===== config.mk =====
export PLATFORM = sky130hd
export DESIGN_NAME = cache_read_streamer
export DESIGN_NICKNAME = d
export VERILOG_FILES = /design/src/rtl/cache_read_streamer_pkg.sv /design/src/rtl/skid_fifo2.sv /design/src/rtl/cache_read_streamer.sv
export SDC_FILE = /design/constraint.sdc
export NUM_CORES = 1
export LEC_CHECK = 0
export BUFFER_PORTS_ARGS = -buffer_cell sky130_fd_sc_hd__buf_2
export CAP_MARGIN = 20
export CORE_ASPECT_RATIO = 1.75
export CORE_MARGIN = 3
export CORE_UTILIZATION = 40
export CTS_BUF_LIST = sky130_fd_sc_hd__clkbuf_16
export CTS_CLUSTER_SIZE = 16
export DETAILED_ROUTE_END_ITERATION = 8
export PLACE_DENSITY = 0.67
export SKIP_LAST_GASP = 1
export SYNTH_ARGS = -nofsm -noshare
export SYNTH_HDL_FRONTEND = slang
export SYNTH_HIERARCHICAL = 1
export SYNTH_SLANG_ARGS = --single-unit

===== constraint.sdc =====
create_clock -name clk -period 27.8 [get_ports clk]
set_input_delay 0 -clock clk [delete_from_list [all_inputs] [get_ports clk]]
set_output_delay 0 -clock clk [all_outputs]
set_load 0.005 [all_outputs]

===== src/rtl/cache_read_streamer_pkg.sv =====
// Shared definitions for the cache read streamer: FSM encoding and output buffer depth.
package cache_read_streamer_pkg;

    typedef enum logic [1:0] {
        ST_IDLE  = 2'd0,
        ST_FETCH = 2'd1,
        ST_DRAIN = 2'd2
    } state_t;

    // Entries held by the output buffer; read issue is throttled against this.
    localparam int BUF_DEPTH = 2;

endpackage


===== src/rtl/skid_fifo2.sv =====
// Two-entry output buffer with a bypass path: arriving cache data is presented
// directly when the buffer is empty, and is stored only if not taken at once.
module skid_fifo2
    import cache_read_streamer_pkg::*;
#(
    parameter int C_DATA_WIDTH = 128
) (
    input  logic                    clk,
    input  logic                    reset,
    input  logic                    wr_vld,
    input  logic [C_DATA_WIDTH-1:0] wr_data,
    input  logic                    wr_last,
    input  logic                    rd_rdy,
    output logic                    rd_vld,
    output logic [C_DATA_WIDTH-1:0] rd_data,
    output logic                    rd_last,
    output logic [1:0]              count
);

    logic [C_DATA_WIDTH-1:0] mem_data [BUF_DEPTH];
    logic                    mem_last [BUF_DEPTH];
    logic                    rd_ptr;
    logic                    wr_ptr;
    logic                    empty;
    logic                    bypass;
    logic                    push;
    logic                    pop_mem;

    // Head selection: stored entries always go first so order is preserved.
    always_comb begin
        empty   = (count == 2'd0);
        rd_vld  = !empty || wr_vld;
        rd_data = (empty && wr_vld) ? wr_data : mem_data[rd_ptr];
        rd_last = (empty && wr_vld) ? wr_last : mem_last[rd_ptr];
        bypass  = empty && wr_vld && rd_rdy;
        push    = wr_vld && !bypass;
        pop_mem = !empty && rd_rdy;
    end

    // Storage, pointers and occupancy; data is cleared too so idle output reads zero.
    always_ff @(posedge clk) begin
        if (!reset) begin
            rd_ptr <= 1'b0;
            wr_ptr <= 1'b0;
            count  <= 2'd0;
            for (int i = 0; i < BUF_DEPTH; i++) begin
                mem_data[i] <= '0;
                mem_last[i] <= 1'b0;
            end
        end else begin
            if (push) begin
                mem_data[wr_ptr] <= wr_data;
                mem_last[wr_ptr] <= wr_last;
                wr_ptr           <= ~wr_ptr;
            end
            if (pop_mem) begin
                rd_ptr <= ~rd_ptr;
            end
            count <= count + {1'b0, push} - {1'b0, pop_mem};
        end
    end

endmodule


===== src/rtl/cache_read_streamer.sv =====
// Streams a burst of cache entries out as valid/ready beats, wrapping the
// address around the cache and never over-issuing reads past the buffer space.
module cache_read_streamer
    import cache_read_streamer_pkg::*;
#(
    parameter int C_DATA_WIDTH    = 128,
    parameter int C_SIZE_OF_CACHE = 64
) (
    input  logic                               clk,
    input  logic                               reset,
    input  logic                               i_start,
    input  logic [$clog2(C_SIZE_OF_CACHE)-1:0] i_base_addr,
    input  logic [$clog2(C_SIZE_OF_CACHE):0]   i_burst_len,
    output logic [$clog2(C_SIZE_OF_CACHE)-1:0] o_cache_addr,
    output logic                               o_cache_rd_en,
    input  logic [C_DATA_WIDTH-1:0]            i_cache_data,
    input  logic                               i_cache_empty,
    output logic [C_DATA_WIDTH-1:0]            o_data,
    output logic                               o_data_is_valid,
    input  logic                               i_data_ready,
    output logic                               o_last,
    output logic                               o_busy,
    output logic                               o_done
);

    localparam int            AW      = $clog2(C_SIZE_OF_CACHE);
    localparam logic [AW:0]   MAX_LEN = (AW+1)'(C_SIZE_OF_CACHE);

    state_t          state;
    state_t          state_nxt;
    logic [AW-1:0]   addr;
    logic [AW:0]     reads_left;
    logic [AW:0]     len_clamped;
    logic            rd_en;
    logic            last_rd;
    logic            last_acc;
    logic            zero_start;
    logic            done_r;
    logic            rd_vld_p1;
    logic            rd_last_p1;
    logic [1:0]      buf_count;
    logic            fifo_vld;
    logic            fifo_last;

    // Next state, read issue throttle and burst-end detection.
    always_comb begin
        state_nxt   = state;
        len_clamped = (i_burst_len > MAX_LEN) ? MAX_LEN : i_burst_len;
        zero_start  = (state == ST_IDLE) && i_start && (len_clamped == '0);
        rd_en       = (state == ST_FETCH) && (reads_left != '0) && !i_cache_empty
                      && ((buf_count + {1'b0, rd_vld_p1}) < 2'(BUF_DEPTH));
        last_rd     = rd_en && (reads_left == (AW+1)'(1));
        last_acc    = (state == ST_DRAIN) && fifo_vld && i_data_ready && fifo_last;
        case (state)
            ST_IDLE:  if (i_start && (len_clamped != '0)) state_nxt = ST_FETCH;
            ST_FETCH: if (last_rd)  state_nxt = ST_DRAIN;
            ST_DRAIN: if (last_acc) state_nxt = ST_IDLE;
            default:  state_nxt = ST_IDLE;
        endcase
    end

    // State register.
    always_ff @(posedge clk) begin
        if (!reset) state <= ST_IDLE;
        else        state <= state_nxt;
    end

    // Address and read counters, done pulse, and the one-cycle read-latency stage.
    always_ff @(posedge clk) begin
        if (!reset) begin
            addr       <= '0;
            reads_left <= '0;
            done_r     <= 1'b0;
            rd_vld_p1  <= 1'b0;
            rd_last_p1 <= 1'b0;
        end else begin
            done_r <= zero_start || last_acc;
            if ((state == ST_IDLE) && i_start) begin
                addr       <= i_base_addr;
                reads_left <= len_clamped;
            end else if (rd_en) begin
                addr       <= addr + AW'(1);
                reads_left <= reads_left - (AW+1)'(1);
            end
            // p1: cache data for a read issued last cycle is on i_cache_data now
            rd_vld_p1  <= rd_en;
            rd_last_p1 <= last_rd;
        end
    end

    skid_fifo2 #(
        .C_DATA_WIDTH (C_DATA_WIDTH)
    ) u_buf (
        .clk     (clk),
        .reset   (reset),
        .wr_vld  (rd_vld_p1),
        .wr_data (i_cache_data),
        .wr_last (rd_last_p1),
        .rd_rdy  (i_data_ready),
        .rd_vld  (fifo_vld),
        .rd_data (o_data),
        .rd_last (fifo_last),
        .count   (buf_count)
    );

    assign o_cache_addr    = addr;
    assign o_cache_rd_en   = rd_en;
    assign o_data_is_valid = fifo_vld;
    assign o_last          = fifo_vld && fifo_last;
    assign o_busy          = (state != ST_IDLE);
    assign o_done          = done_r;

endmodule


==> metrics list, run 1 <==
- Master of the slowest instance on the critical path: sky130_fd_sc_hd__dfxtp_4
- The worst setup path is launched from a flip-flop.
* Total Nets Final: 1688
- Count of final max-slew check failures: 0
* Maximum clock insertion buffer count: 3
- Global routing used 18.7% of the available tracks across all layers.
- In this run, placement finished with an instance count of 1808.
- After clock tree synthesis, the setup repair step added 0 buffers.
* Number of cells in the finished layout apart from fillers: 2008
- Using the TritonRoute via totals, the vias-per-cell ratio works out to 4.96.
* Worst Path Required: 28.27 ns
* Routed vias: 9969
- For this configuration, the core starts out at a cell density of 40.9%.
- Relative to the synthesized area, the layout overhead comes to 28.9%.
- Buffers inserted to repair hold after CTS numbered 150.
- Standard-cell rows: 88
* Share of total power in sequential cells: 45.8%
- CTS H-Tree Depth: 1
* Crit-path max FO: 44
* Total wire length: 34700 µm
- After clock tree synthesis, the clock-pin slew on the worst setup and hold paths is 0.07 ns.
* Source-to-sink clock delay at the later pin of the worst-skew pair: 0.53 ns
- Average cell area after synthesis: 11.9 µm²
* Net switching share of the total power: 28.6%
* Ratio of total power to cell area: 63.2 nW/µm²
- Slowest cell delay on critical path: 0.85 ns
- After detailed routing, the average wire length per cell comes to 17.3 µm.
- Across the routed clock network, the largest skew measured is 0.00822 ns.
- The worst pin sits at a relative slew slack of 27.9%.
* Fraction of layout cells with a size suffix above 1: 22.3%
- Antenna violations before repair: 2
- Overall die area: 36300 µm²
* Core footprint: 33300 µm²
- After synthesis, the cell types taking the most area are sky130_fd_sc_hd__edfxtp_1 57%, sky130_fd_sc_hd__and2_1 12%, sky130_fd_sc_hd__mux2i_1 9.6%, sky130_fd_sc_hd__nand2_1 3.8%, sky130_fd_sc_hd__dfxtp_1 3.7%.
* Power dissipated by switching net loads: 0.317 mW
- For the pin with the worst max-slew slack, the measured transition is 1.08 ns.
- Leakage dissipation: 6.74 nW
- In the routed design, unresolved DRC markers number 0.
- Most used flip-flop cell after synthesis: sky130_fd_sc_hd__edfxtp_1
- In this run the biggest area consumer among cell types represents 56.5% of the synthesized area.
- The internal power of the cells totals 0.791 mW.
* Post-synth EDFFs: 256
- The tool flagged a number of max-cap violations equal to 0.
* Library cells used by synthesis: 59
- Data arrival at the endpoint of the critical path: 3.57 ns
- The share of total power dissipated in the clock network is 29.3%.
- Adding up every negative setup slack in the final design gives 0 ns.
- CP delay by family, top: buffers and inverters
- Netlist Area Pre-Place: 13600 µm²
- After global routing the overflow that remains totals 0.
- Routability-driven placement finished with a final weighted congestion of 0.826.
- CTS Root Buffer Type: sky130_fd_sc_hd__clkbuf_16
* Yosys warning count: 6
- Critical Setup Path Class: reg -> reg
- Count of endpoints failing setup in the final report: 0
* Result of the run: complete, no violations
- The worst-case IR drop observed on VDD is 42.1 µV.
- Once detail routing completed, the nets flagged for antenna violations numbered 0.
* Proportion of power drawn by combinational gates: 24.9%
- Post-route minimum period: 3.11 ns
- The path class of the tightest hold or removal check is in -> reg.
* Die width: 145 µm
- RSZ-0062 raised after global routing: false
* Via count of the first global-routing pass: 10.5k
- Entering global routing, the biggest net connects 109 pins.
- Based on the critical path, the design can be clocked at up to 322 MHz.
- Global-route wire length before repair: 55400 µm
- Total iterations of the first detailed-routing run: 5
- Final Cycle Share: 11.2%
* Clock buffers created by TritonCTS: 26
- Once the clock tree was built, the resizer swapped 0 gates to a different size.
- Number of register bits inferred by synthesis: 281
* Cells along the critical path: buf_4 > mux2i_1 > o21ai_0 > nand3_1 > o32a_1 > dlygate4sd3_1 > nor2_1
- Counting every sink on the clock net gives 281.
* TritonCTS clock tree: yes
* Sort of element at the end of the critical path: flip-flop
- Endpoints failing hold: 0
* Fraction of the yosys area taken by sequential cells: 60.2%
- FFs w/ async S/R, synth: 0%
- Counting both buffers and inverters, the worst setup path holds a total of 2.
- Buffers added on ports: 284
- Post-synthesis instance total: 1138
- DR iter-0 viols: 559
- Counting every net in the synthesized netlist gives 1290.
- Summed over all instances, the cell type with the most area after synthesis is sky130_fd_sc_hd__edfxtp_1.
- The die is 250 µm tall.
- After legalization and detailed placement, the total HPWL measured 21200 µm.
- 285 I/O pins were placed.
-- synth_stat cells (all sizes together), types with 4 or more instances --
cell type,n
nor3,4
nor4,5
mux2i,130
a211oi,9
nor3b,5
nand2,136
nor2,13
a21oi,8
inv,8
ha,6
clkbuf,43
buf,35
nand3,4
and2,260
edfxtp,256
o21ai,143
dfxtp,25
-- kinds of logic (layout without fill, tap and decap cells) --
| group | Yosys count | in the layout | synth area share [%] |
|---|---|---|---|
| flip-flops | 281 | 281 | 60.2 |
| AND/OR/NAND/NOR | 448 | 448 | 18.3 |
| AO/OA/AOI/OAI | 182 | 182 | 7.41 |
| other | 0 | 2 | 0 |
| multiplexers | 130 | 130 | 9.57 |
| XOR/XNOR | 3 | 3 | 0.193 |
| adder cells (fa/ha/maj) | 6 | 6 | 0.552 |
| buffers and inverters | 88 | 506 | 3.79 |
-- final timing paths --
check                           depth (start not counted)  slack (ns)                   from                            to
worst min register to register                          2        0.47  rd_last_p1$_SDFF_PN0_     u_buf/mem_last[1]$_DFF_P_
worst max register to register                          7       24.69              flip-flop             o_done$_SDFF_PN0_
worst min-delay path                                    4        0.03         i_base_addr[2]  o_cache_addr[2]$_SDFFE_PN0P_
worst max-delay path                                    7       24.69              flip-flop             o_done$_SDFF_PN0_
-- state kept, by name, summed over array words and instances (netlist names), named ones only --
signal and count:
o_cache_addr 6, o_done 1, rd_last_p1 1, rd_vld_p1 1, reads_left 7, state 2, u_buf/count 2, u_buf/mem_data 256
u_buf/mem_last 2, u_buf/rd_ptr 1, u_buf/wr_ptr 1
-- power groups by stage --
stage               registers, mW  clock network, mW  logic, mW
floorplan                   0.506                  0      0.167
global placement            0.516                  0      0.259
detailed placement          0.517                  0      0.261
CTS                         0.508              0.335      0.278
global route                0.512              0.350      0.301
finish                      0.508              0.324      0.276
-- placed cells by master, fill, tap and decap left out, drive strengths merged, types with 3 or more instances in the layout --
cell,synthesis,layout
or3,3,3
nand2,136,136
nor4,5,5
nor2,13,13
xnor2,3,3
mux2i,130,130
inv,8,14
clkbuf,43,27
edfxtp,256,256
nor3,4,4
a21oi,8,8
o21ai,143,143
a211oi,9,9
and2,260,260
o21a,3,3
ha,6,6
dfxtp,25,25
clkinv,0,14
nor3b,5,5
buf,35,300
nand3,4,4
dlygate4sd3,0,150
and4,3,3
a311oi,3,3
nor2b,3,3
-- layout make-up --
class                      count  area, µm²
inverter                       8       30.0
antenna                        2       5.00
multi-input combinational    769       4930
sequential                   281       8190
tap                          450        563
clock buffer                  27        676
fill                        2855      15700
clock inverter                21       86.3
timing repair buffer         450       3040
-- tightest hold or removal path, cell delays in order --
cell and delay (ns):
sky130_fd_sc_hd__buf_2 0.09, sky130_fd_sc_hd__o21ai_0 0.24, sky130_fd_sc_hd__a41oi_1 0.07, sky130_fd_sc_hd__o311a_1 0.12
-- metal layers --
metal / routed length (µm) / vias to the layer above / global-route usage (%)
met5: 0 / - / 0
met4: 1610 / 0 / 8.61
met3: 1520 / 93 / 2.85
met2: 18500 / 288 / 35.4
met1: 13000 / 4766 / 20.3
li1: - / 4822 / -
-- stage by stage --
step | util (%) | total power [mW] | hold WS (ns) | area [µm²] | setup slack [ns]
finish | 52.7 | 1.11 | 0.0326 | 17500 | 24.69
global route | 52.7 | 1.16 | 0.0319 | 17500 | 24.50
CTS | 52.7 | 1.12 | 0.00657 | 17500 | 24.68
detailed placement | 45.9 | 0.778 | 0.294 | 15300 | 25.22
global placement | 45.9 | 0.775 | 0.289 | 15300 | 25.20
floorplan | - | 0.673 | 0.0941 | 13600 | 17.49
(Power assumes the default switching activity.)
==> run 2, diff against run 1 <==
- clock period: 27.8 -> 3.24 ns (I/O delays scaled with it)
==> metrics list, run 2 (same netlist as run 1, synthesis figures left out) <==
- The path class of the tightest hold or removal check is in -> reg.
- Power spread over the standard cell area amounts to 549 nW/µm².
- I/O pin count: 285
- The max-slew violation total from the final report was 0.
- Static timing analysis puts the maximum clock frequency at 362 MHz.
- CTS H-Tree Depth: 1
- DIE HEIGHT: 250 µm
- Of the total power, the share spent switching nets is 28.3%.
- Number of hold buffers added after cts: 148
* Endpoints failing hold: 0
- The register with the most flip-flops in the layout has 256 of them.
* Overflow left after global routing: 0
- Source-to-sink clock delay at the later pin of the worst-skew pair: 0.54 ns
- Global Route met1 Usage: 20.9%
* Total iterations of the first detailed-routing run: 5
* Most frequent standard cell in the layout excluding fill and tap cells: sky130_fd_sc_hd__buf_2
* Buffers added on ports: 284
* Least-Margin Pin Slew: 0.879 ns
- On the final layout, the worst hold slack is 0.0733 ns.
* Worst Setup Start Kind: input port
* Slew margin rel.: 41.4%
- The HPWL after detailed placement is 21400 µm.
* Via density per instance: 4.92
- The global routing stage identified its most utilized layer as met2.
- Of the available clock period, the critical path in the final layout requires 85.2%.
* Slowest cell delay on critical path: 0.58 ns
- The flow ran to the end, and the final reports show no timing, DRC or antenna violations.
* DRC errors left: 0
* Maximum clock insertion buffer count: 3
- STA classifies the critical path endpoint as a flip-flop.
* Critical Setup Path Class: in -> reg
- In this run, the combinational gates consume 24.9% of the power.
* Standard-cell rows: 88
- Overall die area: 36300 µm²
- Power dissipated by switching net loads: 2.76 mW
* Number of cells in the finished layout apart from fillers: 2016
- Clock skew: 0.0161 ns
* Global-route wire length before repair: 55200 µm
- Post-place setup slack: 1.08 ns
- TritonCTS built the clock tree.
* Maxcap violations: 0
- IR analysis of the VDD net gives a maximum drop of 407 µV.
- The floorplan step set the die width to 145 µm.
- Crit-path max FO: 2
- The detail route stage leaves a number of antenna-violating nets equal to 0.
- In the final design database the tool counted 1694 nets.
- In this run, post-CTS repair resized a total of 0 instances.
* WL/cell: 17.4 µm
- Antenna violations before repair: 3
- Via count of the first global-routing pass: 10.3k
- Crit path buffers/inverters: 5
- STA puts the critical path data required time at 3.69 ns.
- After clock tree synthesis, the clock-pin slew on the worst setup and hold paths is 0.07 ns.
- Largest net degree at the start of global routing: 105
* Post-CTS Setup Inserts: 0
- The number of placed instances, taps included, is 1813.
* Leakage dissipation: 6.86 nW
- Met2 Usage GRT: 34.3%
* Core footprint: 33300 µm²
* End-of-flow core utilization: 53.4%
- Setup repair after global routing left no endpoint under its margin.
- Post-route minimum period: 2.76 ns
- Among cell families on the critical path, the largest total delay comes from buffers and inverters.
* Most used cells in the layout excluding fill and tap cells: 285 x sky130_fd_sc_hd__buf_2, 260 x sky130_fd_sc_hd__and2_1, 256 x sky130_fd_sc_hd__edfxtp_1
- Power consumption: 9.76 mW
- Relative to the synthesized area, the layout overhead comes to 30.7%.
- In the global route stage, met3 resource usage came out at 2.31%.
* Number of clock sinks: 281
- Total wire length: 35000 µm
- The clock network accounts for 30.7% of the total power.
- The critical path goes through dlygate4sd3_1 > buf_2 > nor4_1 > dlygate4sd3_1 > nand2_1 > dlygate4sd3_1 > o32a_1 > dlygate4sd3_1 > nor2_1.
* Initial standard-cell utilization of the core: 40.9%
- STA puts the critical path data arrival time at 3.21 ns.
* Last weighted congestion value of the routability-driven placer: 0.791
* Clock buffers created by TritonCTS: 27
- Among the stages of the critical path, the cell type that occurs most often is sky130_fd_sc_hd__dlygate4sd3_1.
- On the critical path, the stage with the largest delay is an instance of sky130_fd_sc_hd__dlygate4sd3_1.
- CTS Root Buffer Type: sky130_fd_sc_hd__clkbuf_16
* Share of total power in sequential cells: 44.4%
- Counting flops per register, the top entry is u_buf/mem_data.
- Count of endpoints failing setup in the final report: 0
* Aggregate global-route resource usage: 18.7%
- Cells with a size suffix above 1 make up 22.8% of the layout.
* Pint: 7.00 mW
- Setup slack on the critical path of the routed design comes to 0.481 ns.
- DR iter-0 viols: 564
- Routed vias: 9917
-- run 2: changes by cell type in the layout (fill, tap and decap cells not counted), moves of 2 or more --
cell / before / now
sky130_fd_sc_hd__buf_12: 0 / 11
sky130_fd_sc_hd__clkinv_1: 9 / 2
sky130_fd_sc_hd__buf_4: 16 / 10
sky130_fd_sc_hd__inv_1: 14 / 19
sky130_fd_sc_hd__bufinv_16: 0 / 2
sky130_fd_sc_hd__clkinv_2: 5 / 7
-- run 2: stage by stage --
stage / area [µm²] / setup TNS [ns]
after floorplan: 13600 / -295.36
final: 17800 / 0
after CTS: 17700 / 0
after global routing: 17800 / 0
after global placement: 15400 / 0
after detailed placement: 15400 / 0
-- run 2: final timing paths --
| check | startpoint | endpoint | slack [ns] | depth (start not counted) |
|---|---|---|---|---|
| setup / recovery | i_burst_len[2] | o_done$_SDFF_PN0_ | 0.48 | 9 |
| hold / removal | i_base_addr[2] | o_cache_addr[2]$_SDFFE_PN0P_ | 0.07 | 4 |
| setup reg to reg | rd_vld_p1$_SDFF_PN0_ | o_done$_SDFF_PN0_ | 0.76 | 7 |
| hold reg to reg | u_buf/mem_last[1]$_DFF_P_ | u_buf/mem_last[1]$_DFF_P_ | 0.48 | 2 |
-- run 2: layout make-up --
type / instances / area [µm²]
Antenna cell: 3 / 7.51
Clock buffer: 27 / 676
Clock inverter: 23 / 153
Fill cell: 2889 / 15500
Inverter: 8 / 30.0
Multi-Input combinational cell: 769 / 4930
Sequential cell: 281 / 8190
Tap cell: 450 / 563
Timing Repair Buffer: 455 / 3210
-- run 2: power by group through the flow --
stage	Clock, mW	Combinational, mW	Sequential (mW)
2_1_floorplan	0	1.44	4.30
3_3_place_gp	0	2.30	4.40
3_5_place_dp	0	2.32	4.41
4_1_cts	3.10	2.47	4.33
5_1_grt	3.22	2.65	4.36
6_report	2.99	2.43	4.33
-- run 2: metal layers --
layer | wire [µm] | part of all wire, %
met1 | 13300 | 38
met2 | 18400 | 53
met3 | 1360 | 3.9
met4 | 1900 | 5.4
met5 | 0 | 0
-- run 2: tightest hold or removal path, stage by stage --
cell                      delay, ns
sky130_fd_sc_hd__buf_2         0.09
sky130_fd_sc_hd__o21ai_0       0.27
sky130_fd_sc_hd__a41oi_1       0.07
sky130_fd_sc_hd__o311a_1       0.13
==> run 3, diff against run 2 <==
- ABC_AREA: not set -> 1
==> metrics list, run 3 <==
- Yosys instantiated no cell more often than sky130_fd_sc_hd__nor2_1.
- Standard-cell rows: 88
- Remaining number of nets flagged by the antenna check after routing: 0
- The die is 145 µm wide.
* Inst Count DP: 2118
* Final Cycle Share: 73.8%
- The number of antenna diodes in the final layout is 0.
* Fraction of the yosys area taken by sequential cells: 60.2%
- Most used cells in the layout excluding fill and tap cells: 289 x sky130_fd_sc_hd__nor2_1, 287 x sky130_fd_sc_hd__inv_1, 284 x sky130_fd_sc_hd__buf_2
* Maximum vdd drop: 381 µV
- Most numerous cell types in the synthesized netlist: 289 x sky130_fd_sc_hd__nor2_1, 282 x sky130_fd_sc_hd__inv_1, 256 x sky130_fd_sc_hd__edfxtp_1
* Overflow left after global routing: 0
- For this run, asynchronously set or reset flops after synthesis account for 0%.
- Via count of the first global-routing pass: 11.6k
- Critical Setup Path Class: reg -> out
- Setup violations remaining at the end of the flow were counted as 0.
- Result of the run: complete, no violations
- Counting cells, the worst reg-to-reg path comes to 9.
- The later pin in the worst-skew pair is clocked with a latency of 0.54 ns.
- Sort of element at the end of the critical path: output pin
- Gates resized during post-CTS repair numbered 0.
- In this design, the stage delay of the slowest critical-path cell is 0.48 ns.
- Measured along the y axis, the die boundary spans 250 µm.
* Clock skew: 0.0139 ns
- WL/cell: 15.4 µm
- Global-route wire length before repair: 56300 µm
* CTS Root Buffer Type: sky130_fd_sc_hd__clkbuf_16
* Least-Margin Pin Slew: 0.838 ns
- Most frequent standard cell in the layout excluding fill and tap cells: sky130_fd_sc_hd__nor2_1
- Overall die area: 36300 µm²
* CTS H-Tree Depth: 1
- For this run, the detailed router's first-pass iteration total came to 6.
- Number of hold buffers added after cts: 151
- In this run the count of I/O pins placed on the die edge is 285.
- Dividing the synthesized area by the synthesized cell count gives 9.31 µm².
- RSZ-0062 raised after global routing: false
- In this run the worst path has a maximum fanout of 51.
- In the synthesized netlist, the number of instances is 1460.
- Synthesis produced a netlist with a net count of 1612.
- Detailed placement ended at an HPWL of 21900 µm.
* Last weighted congestion value of the routability-driven placer: 0.811
- Counting along the longest clock path gives a buffer depth of 3.
* TritonCTS clock tree: yes
- Total Nets Final: 1999
* Hold Path Class: in -> reg
- Ratio of total power to cell area: 586 nW/µm²
- Maximum clock frequency: 418 MHz
- Count of final max-slew check failures: 0
- Number of clock sinks: 281
* Number of register bits inferred by synthesis: 281
- In this run, distinct cell masters in the synthesized netlist total 33.
- Total wire length: 35600 µm
- Yosys top cell by area: sky130_fd_sc_hd__edfxtp_1
- After synthesis, the cell types taking the most area are sky130_fd_sc_hd__edfxtp_1 57%, sky130_fd_sc_hd__nor2_1 8.0%, sky130_fd_sc_hd__inv_1 7.8%, sky130_fd_sc_hd__o211ai_1 7.1%, sky130_fd_sc_hd__nand2_1 4.9%.
* Post-Route Setup TNS: 0 ns
* Maxcap violations: 0
- The register with the most flip-flops in the layout has 256 of them.
- Via density per instance: 4.92
* Number of cells in the finished layout apart from fillers: 2315
* Aggregate global-route resource usage: 18.9%
- In this run, the number of DRC markers left after iteration 0 of detailed routing was 546.
* Yosys warning count: 6
- The smallest clock period supported by the final layout is computed as 2.39 ns.
- DRC errors left: 0
- Initial standard-cell utilization of the core: 40.9%
* Biggest register: u_buf/mem_data
- Measured against its own limit, the worst slew margin works out to 44.1%.
- The slowest stage of the critical path is the sky130_fd_sc_hd__buf_4 cell.
- Endpoints failing hold: 0
- Summed over its instances, the top area cell type makes up 56.6% of the synthesized netlist area.
- The cell area that synthesis handed to floorplanning was 13600 µm².
* Antenna violations before repair: 0
* Clock transition at the registers of the reported paths: 0.06 ns
* Leakage dissipation: 7.85 nW
* Worst Setup Start Kind: flip-flop
- Data arrival at the endpoint of the critical path: 2.39 ns
- Routed vias: 11.4k
- Core footprint: 33300 µm²
* Clock buffers created by TritonCTS: 26
- Largest net degree at the start of global routing: 130
- In this run the post-CTS setup repair buffer count came out at 0.
- Worst Path Required: 3.24 ns
* Min-Delay Path Depth: 4
* Most used flip-flop cell after synthesis: sky130_fd_sc_hd__edfxtp_1
* Post-synth EDFFs: 256
- Fraction of layout cells with a size suffix above 1: 19.0%
- Cells along the critical path: nor2_4 > nand2_4 > buf_4 > o211ai_1 > o21ai_1 > buf_2
- Synthesis-to-finish area growth: 30.3%
- Input and output buffers added on the ports amount to 284.
## run 3: cell count changes after synthesis, sizes merged, moves of 6 or more
cell,change
a211oi,-9
a21oi,+6
and2,-260
buf,+23
clkbuf,-11
inv,+277
mux2i,-130
nand2,+46
nand3,+15
nor2,+280
o211ai,+127
## run 3: logic make-up (layout without fill, tap and decap cells)
logic type	after synthesis	after routing	share of synthesized area [%]
AOI/OAI and AO/OA	287	287	13.1
xor gates and xnor gates	6	6	0.387
adders and majority gates	6	6	0.552
buffers and inverters	376	781	11.1
DFF	281	281	60.2
and+or+nand+nor	504	504	14.6
## run 3: path summary, 6_finish.rpt
path	start	to	slack (ns)
max reg2reg	reads_left[0]$_SDFFE_PN0P_	reads_left[3]$_SDFFE_PN0P_	1.05
max	u_buf/count[1]$_SDFF_PN0_	o_data[115]	0.85
min	i_cache_data[11]	u_buf/mem_data[0][11]$_SDFFCE_PN0P_	0.32
min reg2reg	u_buf/rd_ptr$_SDFFE_PN0P_	flip-flop	0.45
## run 3: worst max-delay path: cells and delay by family (launching register included)
kind,cells,cell delay (ns)
buf+inv,2,0.61
flops,1,0.44
simple gates,2,0.41
compound gates,2,0.38
## run 3: power by group
part | total (mW) | leakage [nW] | switching [mW] | internal, mW
sequential | 4.28 | 2.85 | 0.121 | 4.16
combinational | 3.26 | 4.60 | 1.85 | 1.41
clock | 2.85 | 0.399 | 1.27 | 1.57
total | 10.4 | 7.85 | 3.25 | 7.14
## run 3: per-stage QoR
stage	setup slack (ns)	area (µm²)	power (mW)	hold slack (ns)	utilization, %
global route	0.707	17700	11.0	0.331	53.3
global placement	1.21	15400	7.45	0.322	46.4
CTS	0.821	17700	10.5	0.301	53.3
finish	0.850	17700	10.4	0.324	53.3
detailed placement	1.14	15400	7.49	0.321	46.4
floorplan	0.203	13600	6.13	0.123	-
## run 3: final cells by class
class | instances | area (µm²)
fillers | 2982 | 15500
flip-flops and latches | 281 | 8190
multi-input cells | 803 | 3950
repair buffers | 449 | 3150
inverters | 286 | 1070
clock buffers | 27 | 676
well taps | 450 | 563
clock inverters | 19 | 105
## run 3: routing by layer
layer | global-route usage (%) | share of wire, % | vias to the layer above
li1 | - | - | 5532
met3 | 2.83 | 4.8 | 122
met5 | 0 | 0 | -
met1 | 19.1 | 36 | 5360
met2 | 35.4 | 52 | 380
met4 | 12.6 | 6.8 | 0
